$ cat config.mk
export PLATFORM = sky130hd
export DESIGN_NAME = counter_datapath_unit
export DESIGN_NICKNAME = d
export VERILOG_FILES = /design/src/rtl/counter_pkg.sv /design/src/rtl/tick_gen.sv /design/src/rtl/counter_datapath_unit.sv
export SDC_FILE = /design/constraint.sdc
export NUM_CORES = 1
export LEC_CHECK = 0
export ABC_AREA = 1
export BUFFER_PORTS_ARGS = -buffer_cell sky130_fd_sc_hd__buf_4
export CORE_MARGIN = 2
export CORE_UTILIZATION = 45
export DETAILED_ROUTE_END_ITERATION = 12
export SYNTH_ARGS = -nofsm -noshare
export SYNTH_HDL_FRONTEND = slang
export SYNTH_SLANG_ARGS = --single-unit
export TNS_END_PERCENT = 30
$ cat constraint.sdc
create_clock -name clk -period 1.8 [get_ports clk]
set_input_delay 0.36 -clock clk [delete_from_list [all_inputs] [get_ports clk]]
set_output_delay 0.36 -clock clk [all_outputs]
set_load 0.005 [all_outputs]
$ cat src/rtl/counter_pkg.sv
`default_nettype none
// ============================================================================
// Module   : counter_pkg
// Purpose  : Shared types and helpers for the counter datapath unit: default
//            count width, count-direction encodings, run/stop state type and
//            BCD digit helpers used when COUNTER_BCD_OUT_EN is defined.
// Revision : 1.0 - initial release
// ============================================================================
package counter_pkg;

  localparam int unsigned COUNT_W = 14;

  localparam logic MODE_UP   = 1'b0;
  localparam logic MODE_DOWN = 1'b1;

  typedef enum logic [0:0] {
    STOP = 1'b0,
    RUN  = 1'b1
  } state_t;

  typedef logic [3:0] bcd_digit_t;

  // Four-digit packed BCD of a binary value (ones digit in [3:0]).
  function automatic logic [15:0] to_bcd(input int unsigned v);
    int unsigned t;
    logic [15:0] r;
    t = v;
    r = '0;
    for (int i = 0; i < 4; i++) begin
      r[i*4 +: 4] = 4'(t % 10);
      t = t / 10;
    end
    return r;
  endfunction

  // One step of a cascaded BCD counter; each digit carries on 9->0 (up)
  // or borrows on 0->9 (down) into the next digit.
  function automatic logic [15:0] bcd_step(input logic [15:0] v, input logic down);
    logic [15:0] r;
    logic        carry;
    bcd_digit_t  d;
    r     = v;
    carry = 1'b1;
    for (int i = 0; i < 4; i++) begin
      d = v[i*4 +: 4];
      if (carry) begin
        if (down) begin
          if (d == 4'd0) begin
            d = 4'd9;
          end else begin
            d     = d - 4'd1;
            carry = 1'b0;
          end
        end else begin
          if (d == 4'd9) begin
            d = 4'd0;
          end else begin
            d     = d + 4'd1;
            carry = 1'b0;
          end
        end
      end
      r[i*4 +: 4] = d;
    end
    return r;
  endfunction

endpackage
`default_nettype wire

$ cat src/rtl/tick_gen.sv
`default_nettype none
// ============================================================================
// Module   : tick_gen
// Purpose  : Run-gated prescaler counting 0..DIV-1. Advances only while
//            i_run is high and holds its phase otherwise.
// Ports    : clk      - clock
//            rst      - asynchronous active-low reset
//            i_run    - advance enable (registered RUN state)
//            i_clear  - synchronous clear of prescaler and tick
//            o_strobe - terminal-cycle strobe (combinational from registers),
//                       high during the cycle whose closing edge emits a tick
//            o_tick   - registered one-cycle tick pulse
// Revision : 1.0 - initial release
// ============================================================================
module tick_gen #(
  parameter int unsigned DIV = 10
) (
  input  logic clk,
  input  logic rst,
  input  logic i_run,
  input  logic i_clear,
  output logic o_strobe,
  output logic o_tick
);

  localparam int unsigned C_PW = (DIV > 1) ? $clog2(DIV) : 1;
  localparam logic [C_PW-1:0] c_last = C_PW'(DIV - 1);
  localparam logic [C_PW-1:0] c_one  = C_PW'(1);

  logic [C_PW-1:0] r_presc;
  logic            r_tick;

  // Clear suppresses the strobe so a coincident clear never counts.
  assign o_strobe = i_run & ~i_clear & (r_presc == c_last);
  assign o_tick   = r_tick;

  always_ff @(posedge clk or negedge rst) begin
    if (!rst) begin
      r_presc <= '0;
      r_tick  <= 1'b0;
    end else if (i_clear) begin
      r_presc <= '0;
      r_tick  <= 1'b0;
    end else begin
      r_tick <= o_strobe;
      if (o_strobe) begin
        r_presc <= '0;
      end else if (i_run) begin
        r_presc <= r_presc + c_one;
      end
    end
  end

endmodule
`default_nettype wire

$ cat src/rtl/counter_datapath_unit.sv
`default_nettype none
// ============================================================================
// Module   : counter_datapath_unit
// Purpose  : Run/stop FSM, tick prescaler and up/down wrap-around counter
//            (0..COUNT_MAX) feeding the FND display stage.
// Ports    : clk    - clock
//            rst    - asynchronous active-low reset
//            enable - 1 = run, 0 = pause (prescaler phase is kept)
//            clear  - synchronous clear of count, prescaler, tick, wrap
//            mode   - direction, MODE_UP / MODE_DOWN, sampled at tick edges
//            count  - registered count value
//            tick   - one-cycle pulse per prescaler terminal cycle in RUN
//            wrap   - one-cycle pulse coincident with a wrapping update
//            bcd    - (COUNTER_BCD_OUT_EN only) 4-digit BCD of count
// Option   : COUNTER_BCD_OUT_EN adds the bcd port and cascaded BCD counter.
// Revision : 1.0 - initial release
// ============================================================================
module counter_datapath_unit
  import counter_pkg::*;
#(
  parameter int unsigned CLK_FREQ_HZ = 100_000_000,
  parameter int unsigned TICK_HZ     = 10,
  parameter int unsigned COUNT_MAX   = 9999,
  parameter int unsigned COUNT_W     = counter_pkg::COUNT_W
) (
  input  logic               clk,
  input  logic               rst,
  input  logic               enable,
  input  logic               clear,
  input  logic               mode,
  output logic [COUNT_W-1:0] count,
  output logic               tick,
  output logic               wrap
`ifdef COUNTER_BCD_OUT_EN
  ,
  output logic [15:0]        bcd
`endif
);

  localparam int unsigned C_DIV = CLK_FREQ_HZ / TICK_HZ;
  localparam logic [COUNT_W-1:0] c_max = COUNT_W'(COUNT_MAX);
  localparam logic [COUNT_W-1:0] c_one = COUNT_W'(1);

  state_t             r_state;
  state_t             w_state_next;
  logic               w_run;
  logic               w_strobe;
  logic               w_at_max;
  logic               w_at_zero;
  logic [COUNT_W-1:0] r_count;
  logic [COUNT_W-1:0] w_count_next;
  logic               r_wrap;
  logic               w_wrap_next;

  // ---------------------------------------------------------------- FSM
  always_ff @(posedge clk or negedge rst) begin
    if (!rst) begin
      r_state <= STOP;
    end else begin
      r_state <= w_state_next;
    end
  end

  always_comb begin
    w_state_next = r_state;
    w_run        = 1'b0;
    case (r_state)
      STOP: begin
        if (enable) w_state_next = RUN;
      end
      RUN: begin
        w_run = 1'b1;
        if (!enable) w_state_next = STOP;
      end
      default: w_state_next = STOP;
    endcase
  end

  // ---------------------------------------------------------- prescaler
  // Run decision uses the registered state, so an enable drop on the
  // terminal edge still lets that update through.
  tick_gen #(
    .DIV (C_DIV)
  ) u_tick_gen (
    .clk      (clk),
    .rst      (rst),
    .i_run    (w_run),
    .i_clear  (clear),
    .o_strobe (w_strobe),
    .o_tick   (tick)
  );

  // ------------------------------------------------------------ counter
  assign w_at_max  = (r_count == c_max);
  assign w_at_zero = (r_count == '0);

  always_comb begin
    w_count_next = r_count;
    w_wrap_next  = 1'b0;
    if (w_strobe) begin
      if (mode == MODE_UP) begin
        if (w_at_max) begin
          w_count_next = '0;
          w_wrap_next  = 1'b1;
        end else begin
          w_count_next = r_count + c_one;
        end
      end else begin
        if (w_at_zero) begin
          w_count_next = c_max;
          w_wrap_next  = 1'b1;
        end else begin
          w_count_next = r_count - c_one;
        end
      end
    end
  end

  always_ff @(posedge clk or negedge rst) begin
    if (!rst) begin
      r_count <= '0;
      r_wrap  <= 1'b0;
    end else if (clear) begin
      r_count <= '0;
      r_wrap  <= 1'b0;
    end else begin
      r_count <= w_count_next;
      r_wrap  <= w_wrap_next;
    end
  end

  assign count = r_count;
  assign wrap  = r_wrap;

`ifdef COUNTER_BCD_OUT_EN
  // ---------------------------------------------------- BCD shadow count
  // Tracks count digit-by-digit so no binary-to-BCD divider is needed.
  localparam logic [15:0] c_bcd_max = to_bcd(COUNT_MAX);

  logic [15:0] r_bcd;
  logic [15:0] w_bcd_next;

  always_comb begin
    w_bcd_next = r_bcd;
    if (w_strobe) begin
      if (mode == MODE_UP) begin
        w_bcd_next = w_at_max ? 16'h0000 : bcd_step(r_bcd, 1'b0);
      end else begin
        w_bcd_next = w_at_zero ? c_bcd_max : bcd_step(r_bcd, 1'b1);
      end
    end
  end

  always_ff @(posedge clk or negedge rst) begin
    if (!rst) begin
      r_bcd <= '0;
    end else if (clear) begin
      r_bcd <= '0;
    end else begin
      r_bcd <= w_bcd_next;
    end
  end

  assign bcd = r_bcd;
`endif

endmodule
`default_nettype wire
==> flow_summary_export.csv, run 1 <==
group,metric,value,unit
status,status,"completed",
critical_path,cp.required,1990,ps
logic_synthesis,synth.most_common_cell,"nand2_1",
global_routing,grt_max_degree,42,
critical_path,crit_fanout,11,
route,drtIter0Drc,110,
pwr,ir_drop,333.6,µV
logic_synthesis,synth_top_family_by_area,"simple AND/OR/NAND/NOR gates",
critical_path,r2r-start,"u_tick_gen.r_presc[1]",
critical_path,reg2reg_depth,9,
critical_path,reg2reg_setup_slack,160,ps
clock_tree,tritoncts,"yes",
floorplanning,io_pins,21,
timing,finalHoldViolations,0,
route,route.detailed.drc,0,
clock_tree,clockBufferDepth,2,
route,vias,3087,
floorplanning,chipHeight,87.69,µm
floorplanning,placementRows,30,
logic_synthesis,synthArstFlopShare,100.0,%
logic_synthesis,synth_common_cells,"nand2_1 (144), nor2_1 (77), inv_1 (54), nand3_1 (50), dfrtp_1 (41)",
placement,dpl.hpwl,6.275,mm
global_routing,antenna_found_initial,0,
route,viasPerCell,5.036,
logic_synthesis,synth_fa_ha_area_share,1.191,%
finish,final_cells,613,
floorplanning,core_area,0.006794,mm²
timing,fin_crit,1645,ps
finish,utilization,53.83,%
finish,drive_gt1_share,18.96,%
placement,gp_congestion,0.8684,
logic_synthesis,ys_seq_area_share,32.55,%
run,max-cap-violations,0,
floorplanning,design.die.area,0.007690,mm²
timing,setup_viol,0,
logic_synthesis,ys_warn_count,0,
finish,area_growth,16.04,%
logic_synthesis,synth_top_area_share,32.55,%
timing,rsz0062_at_grt,"yes",
logic_synthesis,yosys.area_share.simple,49.50,%
critical_path,cp_data_arrival_time,1840,ps
clock_tree,root_buffer,"clkbuf_8",
global_routing,grt_pass1_wl,13.90,mm
timing,worstMarginPinSlew,546.7,ps
floorplanning,dieWidth,87.69,µm
timing,fin_crit_sh,91.38,%
timing,relSlewSlack,63.56,%
logic_synthesis,synth_edf_count,0,
timing,whs,32.56,ps
logic_synthesis,syn_nets,486,
logic_synthesis,ys.flop_type,"dfrtp_1",
clock_tree,cts_hold_buf,0,
placement,dp.cells,600,
finish,antennaDiodeCount,0,
route,first_pass_iters,4,
clock_tree,clk_latency,300,ps
route,wl_per_cell,13.33,µm
critical_path,r2r_end,"u_tick_gen.r_presc[20]",
placement,io_buffers,20,
logic_synthesis,ys_top_cells_by_area,"dfrtp_1 (33%), nand2_1 (17%), nor2_1 (9.2%), nand3_1 (7.9%), inv_1 (6.4%)",
logic_synthesis,synth_xor_area_share,2.501,%
critical_path,path_class,"register to register",
clock_tree,cts_max_level,2,
pwr,p_leak,0.001860,µW
timing,final-max-slew-violation-count,0,
route,route.antenna.remaining_nets,0,
critical_path,setup.worst_path.start_class,"register",
timing,skew,8.807,ps
logic_synthesis,synth-seq-cells,41,
finish,layout.nets,524,
floorplanning,initial_core_util,46.39,%
timing,max_freq,607.9,MHz
clock_tree,numClockSinks,41,
global_routing,grt_pass1_vias,2895,
clock_tree,numCtsBuffers,5,
route,drt-total-wl,8.172,mm
logic_synthesis,syn_inst,478,
logic_synthesis,ys_types,35,
logic_synthesis,synth_area_per_cell,6.594,µm²
logic_synthesis,muxShareOfSynthArea,0,%
logic_synthesis,yosysTopAreaCell,"dfrtp_1",
global_routing,grt_remaining_overflow,0,
logic_synthesis,synth_compound_area_share,4.843,%
global_routing,grt_use_total,23.13,%
critical_path,cp-end-kind,"register",
hold_path,hold_class,"input port to asynchronous set/reset pin",
pwr,power_density,499.9,mW/mm²
clock_tree,clk_pin_slew,80,ps
logic_synthesis,synth_area,0.003152,mm²
## through the flow
step	cell area [µm²]	power (µW)	worst slack [ps]	TNS, ps
floorplan	3152	1013	189.3	0
global placement	3491	1067	137.5	0
detailed placement	3491	1068	62.81	0
CTS	3607	1855	50.75	0
global route	3657	1898	-15.43	-37.17
finish	3657	1828	155.1	0
## logic make-up (layout without fill, tap and decap cells)
| group | count (synthesis) | in the layout |
|---|---|---|
| simple gates | 330 | 330 |
| buf+inv | 70 | 109 |
| flops | 41 | 41 |
| compound gates | 25 | 25 |
| xor+xnor | 9 | 9 |
| fa+ha+maj | 3 | 3 |
## critical path, stage by stage, from the launching register on
cell     delay [ps]
dfrtp_1         380
ha_2            210
nand3_2         110
nor2_4          150
nand3_4         110
nor2_4          190
nor2_4           40
buf_4           180
o21ai_0          90
nor2_1           70
## routing by layer
layer | part of all wire [%] | global-route usage [%] | routed length [µm] | vias to the layer above
met5 | 0 | 0 | 0 | -
met1 | 44 | 29.35 | 3603 | 1427
met4 | 2.6 | 8.112 | 211 | 0
li1 | - | - | - | 1584
met3 | 3.3 | 3.016 | 269 | 16
met2 | 50 | 40.43 | 4088 | 60
## cells in the final DEF (no fill, tap or decap), types with 4 or more instances in the layout
cell type	count
nor3_2	4
inv_2	5
nand2_2	7
dfrtp_1	41
nor3_1	8
inv_1	53
nor2_4	8
nor2_2	5
clkbuf_8	6
nor2_1	77
nand3_1	49
nand2_1	143
a21oi_1	8
nand3_2	4
o21ai_0	8
nand4_1	13
xor2_1	7
o21ai_2	6
buf_4	42
## repair_timing
action	CTS	global route
gates resized for setup	0	5
setup endpoints to repair	0	16
setup buffers	0	5
## flip-flops by register name, summed over array words and instances, names as in the netlist
name	cells
count	14
r_state	1
u_tick_gen.r_presc	24
wrap	1
u_tick_gen.o_tick	1
## layout make-up
type                       count  area [µm²]
fill                         690        3137
clock buffer                   7       86.33
multi-input combinational    367        1842
tap                           96       120.1
clock inverter                 1       30.03
timing repair buffer          43       335.3
sequential                    41        1026
inverter                      58       217.7
## worst max-delay path by stage
stage                     startpoint                endpoint  cells after the start
2_1_floorplan               count[0]                count[5]                     11
3_3_place_gp                count[0]               count[12]                      8
3_5_place_dp                count[1]               count[11]                     11
4_1_cts                     count[1]               count[11]                     11
5_1_grt                     count[1]               count[10]                     12
6_report       u_tick_gen.r_presc[1]  u_tick_gen.r_presc[20]                      9
## report_power, final
group / total [µW] / switching (µW) / leakage, µW / internal, µW
clock network: 780 / 328 / 0.0000585 / 452
logic: 118 / 81.8 / 0.00123 / 36.1
registers: 930 / 4.51 / 0.000569 / 926
No activity file was read; power rests on OpenSTA's default activity.
==> inputs of run 2 (changes only) <==
Settings changed: BUFFER_PORTS_ARGS -buffer_cell sky130_fd_sc_hd__buf_4 to -buffer_cell sky130_fd_sc_hd__buf_2.
==> flow_summary_export.csv, run 2 (synthesis results as in run 1) <==
group,metric,value,unit
timing,setup_ws,131.6,ps
critical_path,cp-end-kind,"register",
run,max-cap-violations,0,
finish,multi_input_area,0.001863,mm²
route,vias,3085,
clock_tree,numClockSinks,41,
route,route.antenna.remaining_nets,0,
finish,fillers,695,
clock_tree,cts_hold_buf,0,
hold_path,hold_class,"input port to asynchronous set/reset pin",
critical_path,crit_fanout,7,
clock_tree,clockBufferDepth,2,
pwr,power_density,476.5,mW/mm²
floorplanning,dieWidth,87.69,µm
critical_path,r2r_end,"count[11]",
floorplanning,placementRows,30,
route,route.detailed.drc,0,
finish,antennaDiodeCount,0,
clock_tree,numCtsBuffers,5,
clock_tree,clk_latency,300,ps
pwr,ir_drop,366.3,µV
global_routing,grt_max_degree,24,
finish,area_growth,15.92,%
floorplanning,core_area,0.006794,mm²
global_routing,antenna_found_initial,0,
critical_path,setup.worst_path.start_class,"register",
timing,fin_crit_sh,92.69,%
timing,final-max-slew-violation-count,0,
finish,regMostFlops,"u_tick_gen.r_presc",
timing,fin_crit,1668,ps
timing,max_freq,599.4,MHz
global_routing,grt_pass1_wl,14.03,mm
placement,post-place-ws,155.8,ps
timing,rsz0062_at_grt,"yes",
clock_tree,root_buffer,"clkbuf_8",
pwr,p_leak,0.001877,µW
critical_path,reg2reg_depth,10,
clock_tree,tritoncts,"yes",
critical_path,cp_data_arrival_time,1850,ps
placement,dpl.hpwl,6.416,mm
clock_tree,cts_max_level,2,
route,drtIter0Drc,129,
finish,final_cells,615,
clock_tree,clk_pin_slew,90,ps
floorplanning,chipHeight,87.69,µm
critical_path,r2r-start,"count[0]",
finish,final_cell_mix,"nand2_1 (142), nor2_1 (76), inv_1 (53), nand3_1 (49), dfrtp_1 (41)",
timing,setup_viol,0,
placement,gp_congestion,0.9029,
critical_path,cp.required,1990,ps
global_routing,grt_use_total,23.33,%
route,drt-total-wl,8.169,mm
route,wl_per_cell,13.28,µm
status,status,"completed",
global_routing,grt_remaining_overflow,0,
route,first_pass_iters,4,
finish,final_common_cell,"nand2_1",
floorplanning,design.die.area,0.007690,mm²
timing,tns,0,ps
floorplanning,initial_core_util,46.39,%
timing,skew,12.63,ps
finish,register_area,0.001026,mm²
finish,layout.nets,526,
finish,drive_gt1_share,19.65,%
floorplanning,io_pins,21,
placement,io_buffers,20,
route,viasPerCell,5.016,
critical_path,reg2reg_setup_slack,130,ps
critical_path,path_class,"register to register",
timing,worstMarginPinSlew,482.2,ps
timing,finalHoldViolations,0,
global_routing,grt_pass1_vias,2915,
placement,dp.cells,604,
finish,fin_area,0.003654,mm²
timing,relSlewSlack,67.86,%
finish,largest_reg_flops,24,
placement,dpl-instance-area,0.003496,mm²
[run 2: area by class of cell]
cell class	count	area share (%)
Sequential cell	41	28.08
Clock inverter	1	0.1370
Multi-Input combinational cell	367	50.99
Inverter	58	5.959
Clock buffer	7	2.637
Timing Repair Buffer	45	8.904
Tap cell	96	3.288
[run 2: how the worst max path moves through the flow]
| stage | from | end | slack [ps] |
|---|---|---|---|
| finish | count[0] | count[11] | 130 |
| global route | count[0] | count[11] | -20 |
| CTS | count[1] | count[11] | 130 |
| detailed placement | count[1] | count[11] | 160 |
| global placement | count[5] | count[6] | 160 |
| floorplan | count[0] | count[5] | 190 |
[run 2: power breakdown]
group          leakage, µW  switching (µW)  internal, µW  total (µW)
Clock            0.0000542             333           347         680
Sequential        0.000569            3.88           926         930
Combinational      0.00125            84.7          46.7         131
Total              0.00188             422          1320        1740
[run 2: metal layers]
metal,track usage [%],up-vias,share of wire [%]
met5,0,-,0
met2,41.80,65,50
met4,7.413,0,1.6
li1,-,1602,-
met3,3.582,11,3.6
met1,28.68,1407,45
[run 2: stage by stage]
stage / total power (µW) / hold WS, ps / util, %
4_1_cts: 1772 / 9.929 / 52.95
6_report: 1741 / 3.627 / 53.78
3_5_place_dp: 1080 / 342.7 / 51.45
2_1_floorplan: 1013 / 64.41 / -
3_3_place_gp: 1080 / 343.3 / 51.45
5_1_grt: 1823 / 32.45 / 53.78
[run 2: timing repair]
item,4_1_cts,5_1_grt
endpoints found under the setup margin,0,6
gates resized for setup,0,8
buffers inserted,0,3
[run 2: critical path, stage by stage, from the launching register on]
cell and delay (ps):
dfrtp_1 430, inv_2 100, buf_4 110, buf_4 130
nand3_1 200, nor2_4 230, nand3_1 100, nand2_1 60
nand3_1 70, nand3_1 90, nand2_1 50
